===== src/rtl/axi_regfile_pkg.sv =====
// Shared constants for the register-file side of the AXI register bridge:
// register indices and the default identification word.
package axi_regfile_pkg;

    localparam int REG_ID      = 0;
    localparam int REG_CTRL    = 1;
    localparam int REG_STATUS  = 2;
    localparam int REG_IRQ_EN  = 3;
    localparam int REG_CNT_LO  = 4;
    localparam int REG_CNT_HI  = 5;
    localparam int REG_SCRATCH = 6;
    localparam int REG_GPIO    = 7;

    localparam logic [31:0] DEFAULT_ID_VALUE = 32'h5245_4701;

endpackage


===== src/rtl/axi_regfile_sync2.sv =====
// Two-flop synchronizer for quasi-static asynchronous inputs; each bit is
// synchronized independently, so multi-bit values may be seen mid-transition.
module sync2 #(
    parameter int WIDTH = 1
) (
    input  logic             clk,
    input  logic             rst,
    input  logic [WIDTH-1:0] i_d,
    output logic [WIDTH-1:0] o_q
);

    logic [WIDTH-1:0] meta_q, meta_d;
    logic [WIDTH-1:0] sync_q, sync_d;

    always_comb begin
        meta_d = i_d;
        sync_d = meta_q;
    end

    // NOTE: non-blocking assignments so both stages sample the pre-edge values;
    // blocking here would collapse the chain into a single flop.
    always_ff @(posedge clk or posedge rst) begin
        if (rst) begin
            meta_q <= '0;
            sync_q <= '0;
        end else begin
            meta_q <= meta_d;
            sync_q <= sync_d;
        end
    end

    assign o_q = sync_q;

endmodule


===== src/rtl/axi_regfile.sv =====
// Register file behind the AXI register bridge: ID, CTRL, W1C STATUS with
// interrupt, 64-bit cycle counter with coherent high-word snapshot, SCRATCH, GPIO.
module axi_regfile
    import axi_regfile_pkg::*;
#(
    parameter int          R_ADDR_WIDTH = 3,
    parameter int          N_EVENTS     = 8,
    parameter logic [31:0] ID_VALUE     = DEFAULT_ID_VALUE
) (
    input  logic                    clk,
    input  logic                    rst,
    input  logic [R_ADDR_WIDTH-1:0] i_rreg,
    input  logic                    i_rd,
    output logic [31:0]             o_rdata,
    input  logic [R_ADDR_WIDTH-1:0] i_wreg,
    input  logic [31:0]             i_wdata,
    input  logic                    i_wr,
    input  logic [N_EVENTS-1:0]     i_event,
    input  logic [31:0]             i_gpio,
    output logic [31:0]             o_ctrl,
    output logic                    o_irq
);

    logic [31:0]         ctrl_q, ctrl_d;
    logic [N_EVENTS-1:0] status_q, status_d;
    logic [N_EVENTS-1:0] irq_en_q, irq_en_d;
    logic [63:0]         cnt_q, cnt_d;
    logic [31:0]         cnt_hi_q, cnt_hi_d;
    logic [31:0]         scratch_q, scratch_d;
    logic                irq_q, irq_d;
    logic [31:0]         gpio_sync;

    logic wr_ctrl, wr_status, wr_irq_en, wr_scratch, rd_cnt_lo;

    assign wr_ctrl    = i_wr && (i_wreg == R_ADDR_WIDTH'(REG_CTRL));
    assign wr_status  = i_wr && (i_wreg == R_ADDR_WIDTH'(REG_STATUS));
    assign wr_irq_en  = i_wr && (i_wreg == R_ADDR_WIDTH'(REG_IRQ_EN));
    assign wr_scratch = i_wr && (i_wreg == R_ADDR_WIDTH'(REG_SCRATCH));
    assign rd_cnt_lo  = i_rd && (i_rreg == R_ADDR_WIDTH'(REG_CNT_LO));

    sync2 #(.WIDTH(32)) u_gpio_sync (
        .clk (clk),
        .rst (rst),
        .i_d (i_gpio),
        .o_q (gpio_sync)
    );

    // NOTE: every output gets a default first, so no path through this block
    // leaves a variable unassigned and no latch is inferred.
    always_comb begin
        ctrl_d    = ctrl_q;
        irq_en_d  = irq_en_q;
        scratch_d = scratch_q;
        cnt_hi_d  = cnt_hi_q;

        if (wr_ctrl)    ctrl_d    = i_wdata;
        if (wr_irq_en)  irq_en_d  = i_wdata[N_EVENTS-1:0];
        if (wr_scratch) scratch_d = i_wdata;

        // An event arriving with a clear of the same bit wins.
        status_d = (status_q & ~(wr_status ? i_wdata[N_EVENTS-1:0] : '0)) | i_event;
        irq_d    = |(status_q & irq_en_q);
        cnt_d    = cnt_q + 64'd1;

        // Snapshot the high word on the same edge the bridge samples CNT_LO.
        if (rd_cnt_lo) cnt_hi_d = cnt_q[63:32];
    end

    always_ff @(posedge clk or posedge rst) begin
        if (rst) begin
            ctrl_q    <= '0;
            status_q  <= '0;
            irq_en_q  <= '0;
            cnt_q     <= '0;
            cnt_hi_q  <= '0;
            scratch_q <= '0;
            irq_q     <= 1'b0;
        end else begin
            ctrl_q    <= ctrl_d;
            status_q  <= status_d;
            irq_en_q  <= irq_en_d;
            cnt_q     <= cnt_d;
            cnt_hi_q  <= cnt_hi_d;
            scratch_q <= scratch_d;
            irq_q     <= irq_d;
        end
    end

    always_comb begin
        o_rdata = '0;
        case (i_rreg)
            R_ADDR_WIDTH'(REG_ID):      o_rdata = ID_VALUE;
            R_ADDR_WIDTH'(REG_CTRL):    o_rdata = ctrl_q;
            R_ADDR_WIDTH'(REG_STATUS):  o_rdata = 32'(status_q);
            R_ADDR_WIDTH'(REG_IRQ_EN):  o_rdata = 32'(irq_en_q);
            R_ADDR_WIDTH'(REG_CNT_LO):  o_rdata = cnt_q[31:0];
            R_ADDR_WIDTH'(REG_CNT_HI):  o_rdata = cnt_hi_q;
            R_ADDR_WIDTH'(REG_SCRATCH): o_rdata = scratch_q;
            R_ADDR_WIDTH'(REG_GPIO):    o_rdata = gpio_sync;
            default:                    o_rdata = '0;
        endcase
    end

    assign o_ctrl = ctrl_q;
    assign o_irq  = irq_q;

endmodule


===== config.mk =====
export PLATFORM = sky130hd
export DESIGN_NAME = axi_regfile
export DESIGN_NICKNAME = d
export VERILOG_FILES = /design/src/rtl/axi_regfile_pkg.sv /design/src/rtl/axi_regfile_sync2.sv /design/src/rtl/axi_regfile.sv
export SDC_FILE = /design/constraint.sdc
export NUM_CORES = 1
export LEC_CHECK = 0
export ABC_CLOCK_PERIOD_IN_PS = 13400
export CORE_ASPECT_RATIO = 0.75
export CORE_MARGIN = 5
export CORE_UTILIZATION = 45
export CTS_CLUSTER_DIAMETER = 30
export DETAILED_ROUTE_END_ITERATION = 16
export PLACE_DENSITY = 0.75
export SYNTH_ARGS = -nofsm -noshare
export SYNTH_HDL_FRONTEND = slang
export SYNTH_SLANG_ARGS = --single-unit

===== constraint.sdc =====
create_clock -name clk -period 13.4 [get_ports clk]
set_clock_uncertainty 0.1 [all_clocks]
set_input_delay 2.01 -clock clk [delete_from_list [all_inputs] [get_ports clk]]
set_output_delay 2.01 -clock clk [all_outputs]
set_load 0.05 [all_outputs]

**Word-level counts from Yosys, hierarchy flattened**

Cells that the tools add are included.

- Bits in registers: 241
- Logic and storage cells: 34

- Add/subtract/negate cells: 1
- Eq/ne operators: 11
- Multiplexer cells: 2
- Bitwise gates (word level): 4
- Reductions and logical operators: 7

Operator list:

| kind | number |
|---|---|
| one-hot mux 32 bit (8 select lines) | 1 |
| adder 64 x 1 -> 64 bit, second input constant | 1 |
| bitwise AND 8 bit | 2 |
| equality test 3 bit, second input constant | 5 |
| equality test 3 x 2 -> 1 bit, second input constant | 4 |
| two-way mux 8 bit | 1 |
| NOT 8 bit | 1 |
| OR 8 bit | 1 |
| OR reduction 8 bit | 1 |
| equality test 3 x 1 -> 1 bit, second input constant | 2 |
| logical AND 1 bit | 5 |
| zero test 3 bit | 1 |

**Longest topological paths before layout**

Gate-level depths: netlist of run 1.

- Word-level depth: 6
- Mapped depth: 7

**Modules after synthesis**

A second synthesis of run 1 with hierarchy kept.

- Cell total of the unflattened synthesis: 756
- Area total of the unflattened synthesis: 10218.6 µm²

By module, submodules not included:

| module | instances | cells an instance | area an instance (µm²) | seq. area each (µm²) |
|---|---|---|---|---|
| axi_regfile | 1 | 691 | 8613.3 | 4429.2 |
| sync2 | 1 | 65 | 1605.3 | 1601.5 |

**Worst setup path before layout of run 1**

Ideal clock, no wire load.

- Kind: input -> output
- From: input i_rreg[1]
- To: output o_rdata[1]
- Arrival time: 4199 ps
- Data required time: 11290 ps
- Path slack: 7091 ps
- Stages on the path: 6
- Path buffers: 4
- Cells stage by stage: clkbuf_1 -> buf_2 -> buf_1 -> buf_2 -> a22oi_1 -> o21ai_0

- Word-level cells in the longest chain between the ends: 2
- Elaborated cells between the ends (all ways): 9

Ends and longest elaborated chain:

| item | RTL line | text |
|---|---|---|
| start, declared | axi_regfile.sv:12 | `input logic [R_ADDR_WIDTH-1:0] i_rreg,` |
| equality test 3 bit, or another cell as far along | axi_regfile.sv:91 | `case (i_rreg)` |
| one-hot mux 32 bit (8 select lines) (*) | axi_regfile.sv:91 |  |
| end, declared | axi_regfile.sv:14 | `output logic [31:0] o_rdata,` |

Mark *: on every way between the ends. The rest lies on a longest branch, timed or not.

**Final worst setup path of run 1**

- From: input i_rreg[2]
- To: output o_rdata[7]

The elaborated chain is that of the path after synthesis.

==> reports/metrics.json, run 1 <==
{
  "clocking": {
    "max-clock-path-buffers": 3,
    "cts.hold.buffers_added": 0,
    "clock_sink_count": 241,
    "clk_pin_slew_worst_paths_ps": 50,
    "root_buffer": "clkbuf_16",
    "h_tree_level_count": 2,
    "tritoncts": "yes",
    "insertion_delay_of_the_later_clocked_pin_in_the_worst_skew_pair_ps": 520,
    "cts_setup_buffers": 0,
    "postCtsResizedCells": 0,
    "cts_buffers": 40
  },
  "timing": {
    "final.hold.worst_slack_ps": 246,
    "layout_setup_ws_ps": 6310,
    "grt_setup_unrepaired": "no",
    "final_max_slew_viol_count": 0,
    "hold_violations": 0,
    "clock.fmax_mhz": 141,
    "post-route-period-util": 0.529,
    "worst-slew-pin-transition_ps": 1090,
    "setup_viol_count_final": 0,
    "slew_headroom": 0.267,
    "setup_total_neg_slack_ps": 0,
    "post-route-min-period_ps": 7090
  },
  "worst_setup_path": {
    "timing.critical_path.to_type": "output port",
    "critPathKind": "in2out",
    "critical_path.slowest_cell": "clkdlybuf4s50_1",
    "timing.critical_path.cells": "buf_2 -> inv_1 -> nor2_1 -> a22oi_1 -> o21ai_0 -> clkdlybuf4s50_1",
    "worst-path-max-fanout": 42,
    "arrival_ps": 4980,
    "worst_setup_path_start_kind": "input pin",
    "largest_incremental_delay_on_the_critical_path_ps": 860,
    "worstPathRequired_ps": 11290
  },
  "placed_design": {
    "globalplace.congestion": 0.899,
    "dp.final_hpwl_um": 17200,
    "placed_area_um2": 12000,
    "number_of_i_o_port_buffers": 146,
    "pre_cts_slack_ps": 6380
  },
  "cells_and_area": {
    "num-nets-final": 1002,
    "areaGrowthSynthToFinish_pct": 30.3,
    "final_area_um2": 13400,
    "diodes_inserted": 0,
    "final_layout_size_suffix_gt1_frac": 0.248
  },
  "synthesis": {
    "synth.lib_cells_used.distinct": 46,
    "synth-seq-area-share": 0.588,
    "post_synth_fa_ha_maj_area_fraction": 0.00122,
    "yosys_warnings": 0,
    "syn_area_per_cell_um2": 13.5,
    "share_of_cell_area_taken_by_muxes_after_synthesis": 0.183,
    "ys_top_cells_by_area": "dfrtp_1 (59%), mux2_2 (13%), mux4_2 (5.0%), xnor2_1 (3.2%), xor2_1 (2.1%)",
    "synth_seq_cells": 241,
    "synthCells": 760,
    "synth_area_leader_cell": "dfrtp_1",
    "mappedNetlistArea_um2": 10300,
    "synth_compound_area_frac": 0.0491,
    "syn_nets": 843,
    "synth_async_sr_flop_share": 1.00,
    "synth_enable_flop_cells": 0,
    "synth_top_cells_by_count": "dfrtp_1 (241), mux2_2 (117), nand2_1 (49)",
    "main_combinational_cell_family_by_area_after_synthesis": "multiplexers",
    "yosys.area.top_type_share": 0.588,
    "yosys.area_share.simple": 0.106,
    "synthMostInstantiatedCell": "dfrtp_1",
    "synth_xor_xnor_area_share": 0.0529,
    "yosys_most_used_dff": "dfrtp_1"
  },
  "floorplan": {
    "top_level_ports": 147,
    "core_um2": 22200,
    "start_util": 0.462,
    "die_height_um": 141,
    "num_rows": 47,
    "floorplan.die_area_um2": 26000,
    "die-width_um": 184
  },
  "detailed_routing": {
    "detail_route.first_pass.iterations": 6,
    "drcViolationCount": 0,
    "wl_cell_um": 20.4,
    "wl_um": 25300,
    "via_count_normalized_by_instance_count": 5.57,
    "drtIter0Drc": 467,
    "ant_nets_after_route": 0,
    "vias": 6918
  },
  "global_routing": {
    "maximum_number_of_pins_on_one_net_before_global_route_repair": 126,
    "first_global_vias": 7326,
    "global_route_wire_length_before_repair_um": 41300,
    "number_of_antenna_violations_at_the_first_check_in_global_routing": 0,
    "track_usage": 0.200,
    "globalRouteOverflowTotal": 0
  },
  "power_and_ir_drop": {
    "power.density_cell_area_nw_per_um2": 163,
    "static-leakage-power_nw": 5.74,
    "max-vdd-ir-drop_uv": 128
  },
  "hold_path": {
    "holdCritPathClass": "reg2reg"
  },
  "outcome": {
    "run_status": "completed"
  },
  "flow_run": {
    "max_cap_viol_count": 0
  }
}
## stage by stage
| stage | power [W] | util | cells |
|---|---|---|---|
| after floorplan | 0.00105 | - | 760 |
| after global placement | 0.00117 | 0.540 | 1171 |
| after detailed placement | 0.00117 | 0.540 | 1171 |
| after CTS | 0.00221 | 0.602 | 1243 |
| after global routing | 0.00227 | 0.602 | 1243 |
| final | 0.00219 | 0.602 | 1243 |
## registers in the layout (all words and copies together), names as in the netlist
| name | cells |
|---|---|
| scratch_q | 32 |
| status_q | 8 |
| u_gpio_sync.meta_q | 32 |
| u_gpio_sync.o_q | 32 |
| o_irq | 1 |
| irq_en_q | 8 |
| cnt_hi_q | 32 |
| cnt_q | 64 |
| o_ctrl | 32 |
## worst max-delay path: cells and delay by family
family,cells,cell delay (ps)
buffers and inverters,3,2060
AOI/OAI and AO/OA,2,430
and+or+nand+nor,1,450
## worst paths after layout
path / start / to / slack [ps] / cells past startpoint
worst max register to register: cnt_q[31]$_DFF_PP0_ / cnt_q[42]$_DFF_PP0_ / 10940 / 5
worst min-delay path: u_gpio_sync.meta_q[27]$_DFF_PP0_ / u_gpio_sync.o_q[27]$_DFF_PP0_ / 250 / 0
max in group asynchronous: rst / irq_en_q[6]$_DFFE_PP0P_ / 9860 / 3
worst max-delay path: i_rreg[2] / o_rdata[7] / 6310 / 6
min in group asynchronous: rst / u_gpio_sync.meta_q[13]$_DFF_PP0_ / 1920 / 2
worst min register to register: u_gpio_sync.meta_q[27]$_DFF_PP0_ / u_gpio_sync.o_q[27]$_DFF_PP0_ / 250 / 0
## cell usage in the layout, fill, tap and decap left out, drive strengths merged, types with 2 or more instances in the layout
master	count
inv	21
o31ai	4
nor2b	6
and3	6
or3	2
a22oi	15
nand4	26
nand2	49
and2	3
clkinvlp	3
bufinv	4
xnor2	37
mux2	117
a21o	9
mux4	24
clkbuf	49
nor3	22
clkinv	8
o221ai	7
nand3	29
clkdlybuf4s50	143
buf	10
nor4	12
and4	5
o21ai	5
dfrtp	241
a21oi	10
xor2	25
or4	3
nor2	30
mux2i	2
a22o	15
## cell type report
| type | instances | area (um^2) |
|---|---|---|
| clock buffers | 49 | 1110 |
| clock inverters | 23 | 263 |
| fillers | 1725 | 8850 |
| inverters | 13 | 56.3 |
| multi-input cells | 470 | 4060 |
| flip-flops and latches | 241 | 6030 |
| well taps | 294 | 368 |
| repair buffers | 153 | 1500 |
## report_power, final
part | switching (W) | internal (W)
clock network | 0.000354 | 0.000669
logic | 0.000197 | 0.000141
registers | 0.0000380 | 0.000788
total | 0.000589 | 0.00160
## cell families (layout without fill, tap and decap cells)
family / count (synthesis) / after routing
and+or+nand+nor: 196 / 196
buffers and inverters: 49 / 238
muxes: 143 / 143
DFF: 241 / 241
adders and majority gates: 1 / 1
xor gates and xnor gates: 62 / 62
AOI/OAI and AO/OA: 68 / 68
## layer usage
metal  GRT usage  routed length, um  vias up
met5           0                  0        -
li1            -                  -     3099
met2       0.278              10900      256
met4      0.0525                332        0
met1       0.310              12000     3529
met3      0.0567               2050       34
Note: power is estimated with default switching activity, not from simulation.
==> run 2: changes to the inputs <==
Settings changed: ABC_CLOCK_PERIOD_IN_PS 13400 to 6500, PLACE_DENSITY 0.75 to 0.78.
Clock period 13.4 ns to 6.5 ns, I/O delays scaled along.
==> reports/metrics.json, run 2 (synthesis gave the netlist of run 1 again) <==
{
  "cells_and_area": {
    "diodes_inserted": {"value": 0, "change": "unchanged"},
    "areaGrowthSynthToFinish": {"value": 31.3, "unit": "%", "change": "was 30.3%"},
    "layout_commonest_cell": {"value": "dfrtp_1", "change": "unchanged"},
    "final_layout_size_suffix_gt1_frac": {"value": 0.251, "change": "was 0.248"},
    "multi_input_comb_area": {"value": 4060, "unit": "um^2", "change": "unchanged"},
    "layout.filler_cells": {"value": 1672, "change": "was 1725"},
    "final_area": {"value": 13500, "unit": "um^2", "change": "was 13400 um^2"},
    "num-nets-final": {"value": 1003, "change": "was 1002"},
    "ff_latch_area": {"value": 6030, "unit": "um^2", "change": "unchanged"},
    "largest_register_ff_count": {"value": 64, "change": "unchanged"},
    "final_cell_mix": {"value": "dfrtp_1 (241), clkdlybuf4s50_1 (143), mux2_2 (117)", "change": "unchanged"},
    "regMostFlops": {"value": "cnt_q", "change": "unchanged"}
  },
  "placed_design": {
    "globalplace.congestion": {"value": 0.881, "change": "was 0.899"},
    "dp.final_hpwl": {"value": 17400, "unit": "um", "change": "was 17200 um"},
    "pre_cts_slack": {"value": 1540, "unit": "ps", "change": "was 6380 ps"},
    "number_of_i_o_port_buffers": {"value": 146, "change": "unchanged"},
    "placed_area": {"value": 12000, "unit": "um^2", "change": "about the same"}
  },
  "clocking": {
    "root_buffer": {"value": "clkbuf_16", "change": "unchanged"},
    "tritoncts": {"value": "yes", "change": "unchanged"},
    "clock_sink_count": {"value": 241, "change": "unchanged"},
    "cts.hold.buffers_added": {"value": 0, "change": "unchanged"},
    "cts_setup_buffers": {"value": 0, "change": "unchanged"},
    "insertion_delay_of_the_later_clocked_pin_in_the_worst_skew_pair": {"value": 510, "unit": "ps", "change": "was 520 ps"},
    "h_tree_level_count": {"value": 2, "change": "unchanged"},
    "clk_pin_slew_worst_paths": {"value": 50, "unit": "ps", "change": "about the same"},
    "postCtsResizedCells": {"value": 0, "change": "unchanged"},
    "cts_buffers": {"value": 41, "change": "was 40"},
    "max-clock-path-buffers": {"value": 3, "change": "unchanged"}
  },
  "timing": {
    "setup_viol_count_final": {"value": 0, "change": "unchanged"},
    "layout_setup_ws": {"value": 1480, "unit": "ps", "change": "was 6310 ps"},
    "slew_headroom": {"value": 0.251, "change": "was 0.267"},
    "post-route-period-util": 0.772,
    "final_max_slew_viol_count": {"value": 0, "change": "unchanged"},
    "hold_violations": {"value": 0, "change": "unchanged"},
    "final.hold.worst_slack": {"value": 246, "unit": "ps", "change": "about the same"},
    "clock.fmax_mhz": 199,
    "grt_setup_unrepaired": {"value": "no", "change": "unchanged"},
    "setup_total_neg_slack": {"value": 0, "unit": "ps", "change": "unchanged"},
    "post-route-min-period_ps": 5020,
    "worst-slew-pin-transition": {"value": 1120, "unit": "ps", "change": "was 1090 ps"}
  },
  "worst_setup_path": {
    "worstPathRequired": {"value": 5420, "unit": "ps", "change": "was 11290 ps"},
    "arrival": {"value": 3940, "unit": "ps", "change": "was 4980 ps"},
    "critical_path.slowest_cell": {"value": "clkdlybuf4s50_1", "change": "unchanged"},
    "largest_incremental_delay_on_the_critical_path": {"value": 860, "unit": "ps", "change": "about the same"},
    "r2r-end": {"value": "cnt_q[58]$_DFF_PP0_", "change": "was cnt_q[42]$_DFF_PP0_"},
    "timing.critical_path.to_type": {"value": "output port", "change": "unchanged"},
    "worst_setup_path_start_kind": {"value": "input pin", "change": "unchanged"},
    "timing.critical_path.cells": {"value": "buf_2 -> inv_1 -> nor2_1 -> a22oi_1 -> o21ai_0 -> clkdlybuf4s50_1", "change": "unchanged"},
    "rr_worst_depth": {"value": 6, "change": "was 5"},
    "critPathKind": {"value": "in2out", "change": "unchanged"},
    "ff2ff_setup_slack": {"value": 4010, "unit": "ps", "change": "was 10940 ps"},
    "timing.critical_path.from": {"value": "i_rreg[2]", "change": "unchanged"},
    "rr_startpoint": {"value": "cnt_q[1]$_DFF_PP0_", "change": "was cnt_q[31]$_DFF_PP0_"},
    "worst-path-max-fanout": {"value": 42, "change": "unchanged"},
    "cp-endpoint": {"value": "o_rdata[7]", "change": "unchanged"}
  },
  "detailed_routing": {
    "drcViolationCount": {"value": 0, "change": "unchanged"},
    "via_count_normalized_by_instance_count": {"value": 5.63, "change": "was 5.57"},
    "drtIter0Drc": {"value": 632, "change": "was 467"},
    "detail_route.first_pass.iterations": {"value": 5, "change": "was 6"},
    "wl_cell": {"value": 20.9, "unit": "um", "change": "was 20.4 um"},
    "vias": {"value": 7005, "change": "was 6918"},
    "wl": {"value": 26100, "unit": "um", "change": "was 25300 um"},
    "ant_nets_after_route": {"value": 0, "change": "unchanged"}
  },
  "floorplan": {
    "die_height": {"value": 141, "unit": "um", "change": "unchanged"},
    "start_util": {"value": 0.462, "change": "unchanged"},
    "num_rows": {"value": 47, "change": "unchanged"},
    "floorplan.die_area": {"value": 26000, "unit": "um^2", "change": "unchanged"},
    "core": {"value": 22200, "unit": "um^2", "change": "unchanged"},
    "die-width": {"value": 184, "unit": "um", "change": "unchanged"},
    "top_level_ports": {"value": 147, "change": "unchanged"}
  },
  "global_routing": {
    "grtUsageMet1": {"value": 0.304, "change": "was 0.310"},
    "globalRouteOverflowTotal": {"value": 0, "change": "unchanged"},
    "most_congested_layer_reported_by_global_routing": {"value": "met1", "change": "unchanged"},
    "global_route_wire_length_before_repair": {"value": 42200, "unit": "um", "change": "was 41300 um"},
    "first_global_vias": {"value": 7432, "change": "was 7326"},
    "number_of_antenna_violations_at_the_first_check_in_global_routing": {"value": 1, "change": "was 0"},
    "globalRouteMet2Util": {"value": 0.298, "change": "was 0.278"},
    "maximum_number_of_pins_on_one_net_before_global_route_repair": {"value": 198, "change": "was 126"},
    "grtUsageMet3": {"value": 0.0572, "change": "was 0.0567"},
    "track_usage": {"value": 0.204, "change": "was 0.200"}
  },
  "power_and_ir_drop": {
    "design_power_total": {"value": 0.00466, "unit": "W", "change": "was 0.00219 W"},
    "max-vdd-ir-drop": {"value": 258, "unit": "uV", "change": "was 128 uV"},
    "power.density_cell_area": {"value": 346, "unit": "nW/um^2", "change": "was 163 nW/um^2"},
    "static-leakage-power": {"value": 5.76, "unit": "nW", "change": "was 5.74 nW"}
  },
  "hold_path": {
    "holdCritPathClass": {"value": "reg2reg", "change": "unchanged"}
  },
  "outcome": {
    "run_status": {"value": "completed", "change": "unchanged"}
  },
  "flow_run": {
    "max_cap_viol_count": {"value": 0, "change": "unchanged"}
  }
}
run 2: where the power goes:
part | switching, W | internal, W
clock | 0.000740 | 0.00152
combinational | 0.000407 | 0.000291
sequential | 0.0000801 | 0.00162
run 2: worst max-delay path, delay by kind of cell:
| kind | cells | cell delay, ps |
|---|---|---|
| simple gates | 1 | 470 |
| buf+inv | 3 | 2050 |
| compound gates | 2 | 430 |
run 2: per-layer routing:
layer,share of wire,vias to the layer above,routed length [um]
li1,-,3098,-
met1,0.45,3612,11900
met2,0.45,247,11700
met3,0.078,46,2040
met4,0.017,2,450
met5,0.00027,-,7
run 2: worst min path at each step:
stage	start	cells past startpoint	slack, ps	end
after floorplan	u_gpio_sync.meta_q[0]$_DFF_PP0_	0	230	u_gpio_sync.o_q[0]$_DFF_PP0_
after global placement	u_gpio_sync.meta_q[11]$_DFF_PP0_	0	230	u_gpio_sync.o_q[11]$_DFF_PP0_
after detailed placement	u_gpio_sync.meta_q[11]$_DFF_PP0_	0	230	u_gpio_sync.o_q[11]$_DFF_PP0_
after CTS	u_gpio_sync.meta_q[7]$_DFF_PP0_	0	250	u_gpio_sync.o_q[7]$_DFF_PP0_
after global routing	u_gpio_sync.meta_q[21]$_DFF_PP0_	0	250	u_gpio_sync.o_q[21]$_DFF_PP0_
final	u_gpio_sync.meta_q[7]$_DFF_PP0_	0	250	u_gpio_sync.o_q[7]$_DFF_PP0_
run 2: cell type report:
type / instances / area share
clock inverters: 27 / 0.0276
multi-input cells: 470 / 0.301
flip-flops and latches: 241 / 0.448
inverters: 13 / 0.00390
well taps: 294 / 0.0273
repair buffers: 153 / 0.112
clock buffers: 46 / 0.0805
run 2: per-stage QoR:
step | cells | utilization
finish | 1244 | 0.606
global route | 1244 | 0.606
CTS | 1244 | 0.606
detailed placement | 1171 | 0.541
global placement | 1171 | 0.541
floorplan | 760 | -
==> run 3: changes to the inputs <==
Settings changed: ABC_CLOCK_PERIOD_IN_PS 6500 to 4200.
Clock period 6.5 ns to 4.2 ns, I/O delays scaled along.
==> reports/metrics.json, run 3 (synthesis gave the netlist of run 1 again) <==
{
  "floorplan": {
    "die_height": {"value": 141, "unit": "um", "change": "unchanged"},
    "floorplan.die_area": {"value": 26000, "unit": "um^2", "change": "unchanged"},
    "top_level_ports": {"value": 147, "change": "unchanged"},
    "core": {"value": 22200, "unit": "um^2", "change": "unchanged"},
    "die-width": {"value": 184, "unit": "um", "change": "unchanged"},
    "num_rows": {"value": 47, "change": "unchanged"},
    "start_util": {"value": 0.462, "change": "unchanged"}
  },
  "timing": {
    "post-route-period-util": 0.859,
    "grt_setup_unrepaired": {"value": "no", "change": "unchanged"},
    "final.hold.worst_slack": {"value": 244, "unit": "ps", "change": "was 246 ps"},
    "hold_violations": {"value": 0, "change": "unchanged"},
    "setup_viol_count_final": {"value": 0, "change": "unchanged"},
    "post-route-min-period_ps": 3610,
    "clock.fmax_mhz": 277,
    "layout_setup_ws": {"value": 592, "unit": "ps", "change": "was 1480 ps"},
    "final_max_slew_viol_count": {"value": 0, "change": "unchanged"},
    "slew_headroom": {"value": 0.203, "change": "was 0.251"},
    "setup_total_neg_slack": {"value": 0, "unit": "ps", "change": "unchanged"},
    "worst-slew-pin-transition": {"value": 1190, "unit": "ps", "change": "was 1120 ps"}
  },
  "worst_setup_path": {
    "critPathKind": {"value": "in2out", "change": "unchanged"},
    "rr_worst_depth": {"value": 5, "change": "was 6"},
    "timing.critical_path.from": {"value": "i_rreg[1]", "change": "was i_rreg[2]"},
    "timing.critical_path.to_type": {"value": "output port", "change": "unchanged"},
    "rr_startpoint": {"value": "cnt_q[7]$_DFF_PP0_", "change": "was cnt_q[1]$_DFF_PP0_"},
    "arrival": {"value": 2880, "unit": "ps", "change": "was 3940 ps"},
    "worst_setup_path_start_kind": {"value": "input pin", "change": "unchanged"},
    "worst-path-max-fanout": {"value": 26, "change": "was 42"},
    "worstPathRequired": {"value": 3470, "unit": "ps", "change": "was 5420 ps"}
  },
  "detailed_routing": {
    "drcViolationCount": {"value": 0, "change": "unchanged"},
    "wl": {"value": 26800, "unit": "um", "change": "was 26100 um"},
    "drtIter0Drc": {"value": 714, "change": "was 632"},
    "wl_cell": {"value": 21.4, "unit": "um", "change": "was 20.9 um"},
    "detail_route.first_pass.iterations": {"value": 5, "change": "unchanged"},
    "vias": {"value": 7079, "change": "was 7005"},
    "via_count_normalized_by_instance_count": {"value": 5.67, "change": "was 5.63"},
    "ant_nets_after_route": {"value": 0, "change": "unchanged"}
  },
  "hold_path": {
    "hold_depth": {"value": 0, "change": "unchanged"},
    "holdCritPathClass": {"value": "reg2reg", "change": "unchanged"},
    "min_from": {"value": "u_gpio_sync.meta_q[17]$_DFF_PP0_", "change": "was u_gpio_sync.meta_q[7]$_DFF_PP0_"}
  },
  "clocking": {
    "postCtsResizedCells": {"value": 0, "change": "unchanged"},
    "root_buffer": {"value": "clkbuf_16", "change": "unchanged"},
    "cts_setup_buffers": {"value": 0, "change": "unchanged"},
    "cts_buffers": {"value": 39, "change": "was 41"},
    "tritoncts": {"value": "yes", "change": "unchanged"},
    "h_tree_level_count": {"value": 2, "change": "unchanged"},
    "max-clock-path-buffers": {"value": 3, "change": "unchanged"},
    "cts.hold.buffers_added": {"value": 0, "change": "unchanged"},
    "insertion_delay_of_the_later_clocked_pin_in_the_worst_skew_pair": {"value": 520, "unit": "ps", "change": "was 510 ps"},
    "clock_sink_count": {"value": 241, "change": "unchanged"},
    "clk_pin_slew_worst_paths": {"value": 50, "unit": "ps", "change": "about the same"}
  },
  "placed_design": {
    "placed_area": {"value": 12000, "unit": "um^2", "change": "about the same"},
    "globalplace.congestion": {"value": 0.946, "change": "was 0.881"},
    "number_of_i_o_port_buffers": {"value": 146, "change": "unchanged"},
    "pre_cts_slack": {"value": 632, "unit": "ps", "change": "was 1540 ps"},
    "dp.final_hpwl": {"value": 18200, "unit": "um", "change": "was 17400 um"}
  },
  "cells_and_area": {
    "regMostFlops": {"value": "cnt_q", "change": "unchanged"},
    "diodes_inserted": {"value": 0, "change": "unchanged"},
    "largest_register_ff_count": {"value": 64, "change": "unchanged"},
    "final_cell_mix": {"value": "dfrtp_1 (241), clkdlybuf4s50_1 (124), mux2_2 (117)", "change": "was dfrtp_1 (241), clkdlybuf4s50_1 (143), mux2_2 (117)"},
    "layout.filler_cells": {"value": 1707, "change": "was 1672"},
    "num-nets-final": {"value": 1007, "change": "was 1003"},
    "final_layout_size_suffix_gt1_frac": {"value": 0.273, "change": "was 0.251"},
    "final_area": {"value": 13400, "unit": "um^2", "change": "was 13500 um^2"},
    "areaGrowthSynthToFinish": {"value": 30.3, "unit": "%", "change": "was 31.3%"},
    "layout_commonest_cell": {"value": "dfrtp_1", "change": "unchanged"}
  },
  "global_routing": {
    "globalRouteMet2Util": {"value": 0.310, "change": "was 0.298"},
    "number_of_antenna_violations_at_the_first_check_in_global_routing": {"value": 0, "change": "was 1"},
    "most_congested_layer_reported_by_global_routing": {"value": "met1", "change": "unchanged"},
    "first_global_vias": {"value": 7491, "change": "was 7432"},
    "grtUsageMet1": {"value": 0.310, "change": "was 0.304"},
    "track_usage": {"value": 0.210, "change": "was 0.204"},
    "global_route_wire_length_before_repair": {"value": 43000, "unit": "um", "change": "was 42200 um"},
    "globalRouteOverflowTotal": {"value": 0, "change": "unchanged"},
    "maximum_number_of_pins_on_one_net_before_global_route_repair": {"value": 88, "change": "was 198"},
    "grtUsageMet3": {"value": 0.0659, "change": "was 0.0572"}
  },
  "outcome": {
    "run_status": {"value": "completed", "change": "unchanged"}
  },
  "power_and_ir_drop": {
    "static-leakage-power": {"value": 5.77, "unit": "nW", "change": "was 5.76 nW"},
    "max-vdd-ir-drop": {"value": 440, "unit": "uV", "change": "was 258 uV"},
    "power.density_cell_area": {"value": 521, "unit": "nW/um^2", "change": "was 346 nW/um^2"}
  },
  "flow_run": {
    "max_cap_viol_count": {"value": 0, "change": "unchanged"}
  }
}
## run 3: changes by cell type in the layout (fill, tap and decap cells not counted)
cell and change:
buf_4 +24, clkdlybuf4s50_1 -19, bufinv_16 -3, inv_6 +3, clkbuf_16 -2, clkbuf_8 -2, inv_8 +2, buf_12 +1
clkbuf_1 +1, clkinv_2 -1, clkinv_4 +1
## run 3: metrics by stage
| step | instances | utilization | power, W |
|---|---|---|---|
| floorplan | 760 | - | 0.00334 |
| global placement | 1177 | 0.541 | 0.00373 |
| detailed placement | 1177 | 0.541 | 0.00375 |
| CTS | 1249 | 0.602 | 0.00701 |
| global route | 1249 | 0.602 | 0.00721 |
| finish | 1249 | 0.602 | 0.00697 |
## run 3: final timing paths
check,endpoint,slack [ps]
min reg2reg,u_gpio_sync.o_q[17]$_DFF_PP0_,240
max in group asynchronous,irq_en_q[7]$_DFFE_PP0P_,2490
max,o_rdata[22],590
min in group asynchronous,u_gpio_sync.meta_q[12]$_DFF_PP0_,510
max reg2reg,cnt_q[54]$_DFF_PP0_,1750
min,u_gpio_sync.o_q[17]$_DFF_PP0_,240
## run 3: final cells by class
| cell class | count | area, um^2 | area share |
|---|---|---|---|
| clock inverters | 29 | 334 | 0.0250 |
| well taps | 294 | 368 | 0.0275 |
| flip-flops and latches | 241 | 6030 | 0.451 |
| repair buffers | 159 | 1520 | 0.114 |
| multi-input cells | 470 | 4060 | 0.303 |
| inverters | 13 | 52.6 | 0.00393 |
| clock buffers | 43 | 1010 | 0.0756 |
## run 3: power by group
group | leakage, nW | internal, W | total (W) | switching [W]
logic | 2.11 | 0.000448 | 0.00108 | 0.000632
registers | 3.02 | 0.00251 | 0.00264 | 0.000131
clock network | 0.643 | 0.00208 | 0.00325 | 0.00117
## run 3: layer usage
layer / share of wire / up-vias
li1: - / 3106
met1: 0.44 / 3644
met2: 0.45 / 289
met3: 0.096 / 40
met4: 0.013 / 0
met5: 0 / -
## run 3: worst max-delay path, cell delays in order
cell and delay, ps:
buf_2 320, nor2_1 700, a21oi_1 100, o221ai_1 240
clkdlybuf4s50_1 870
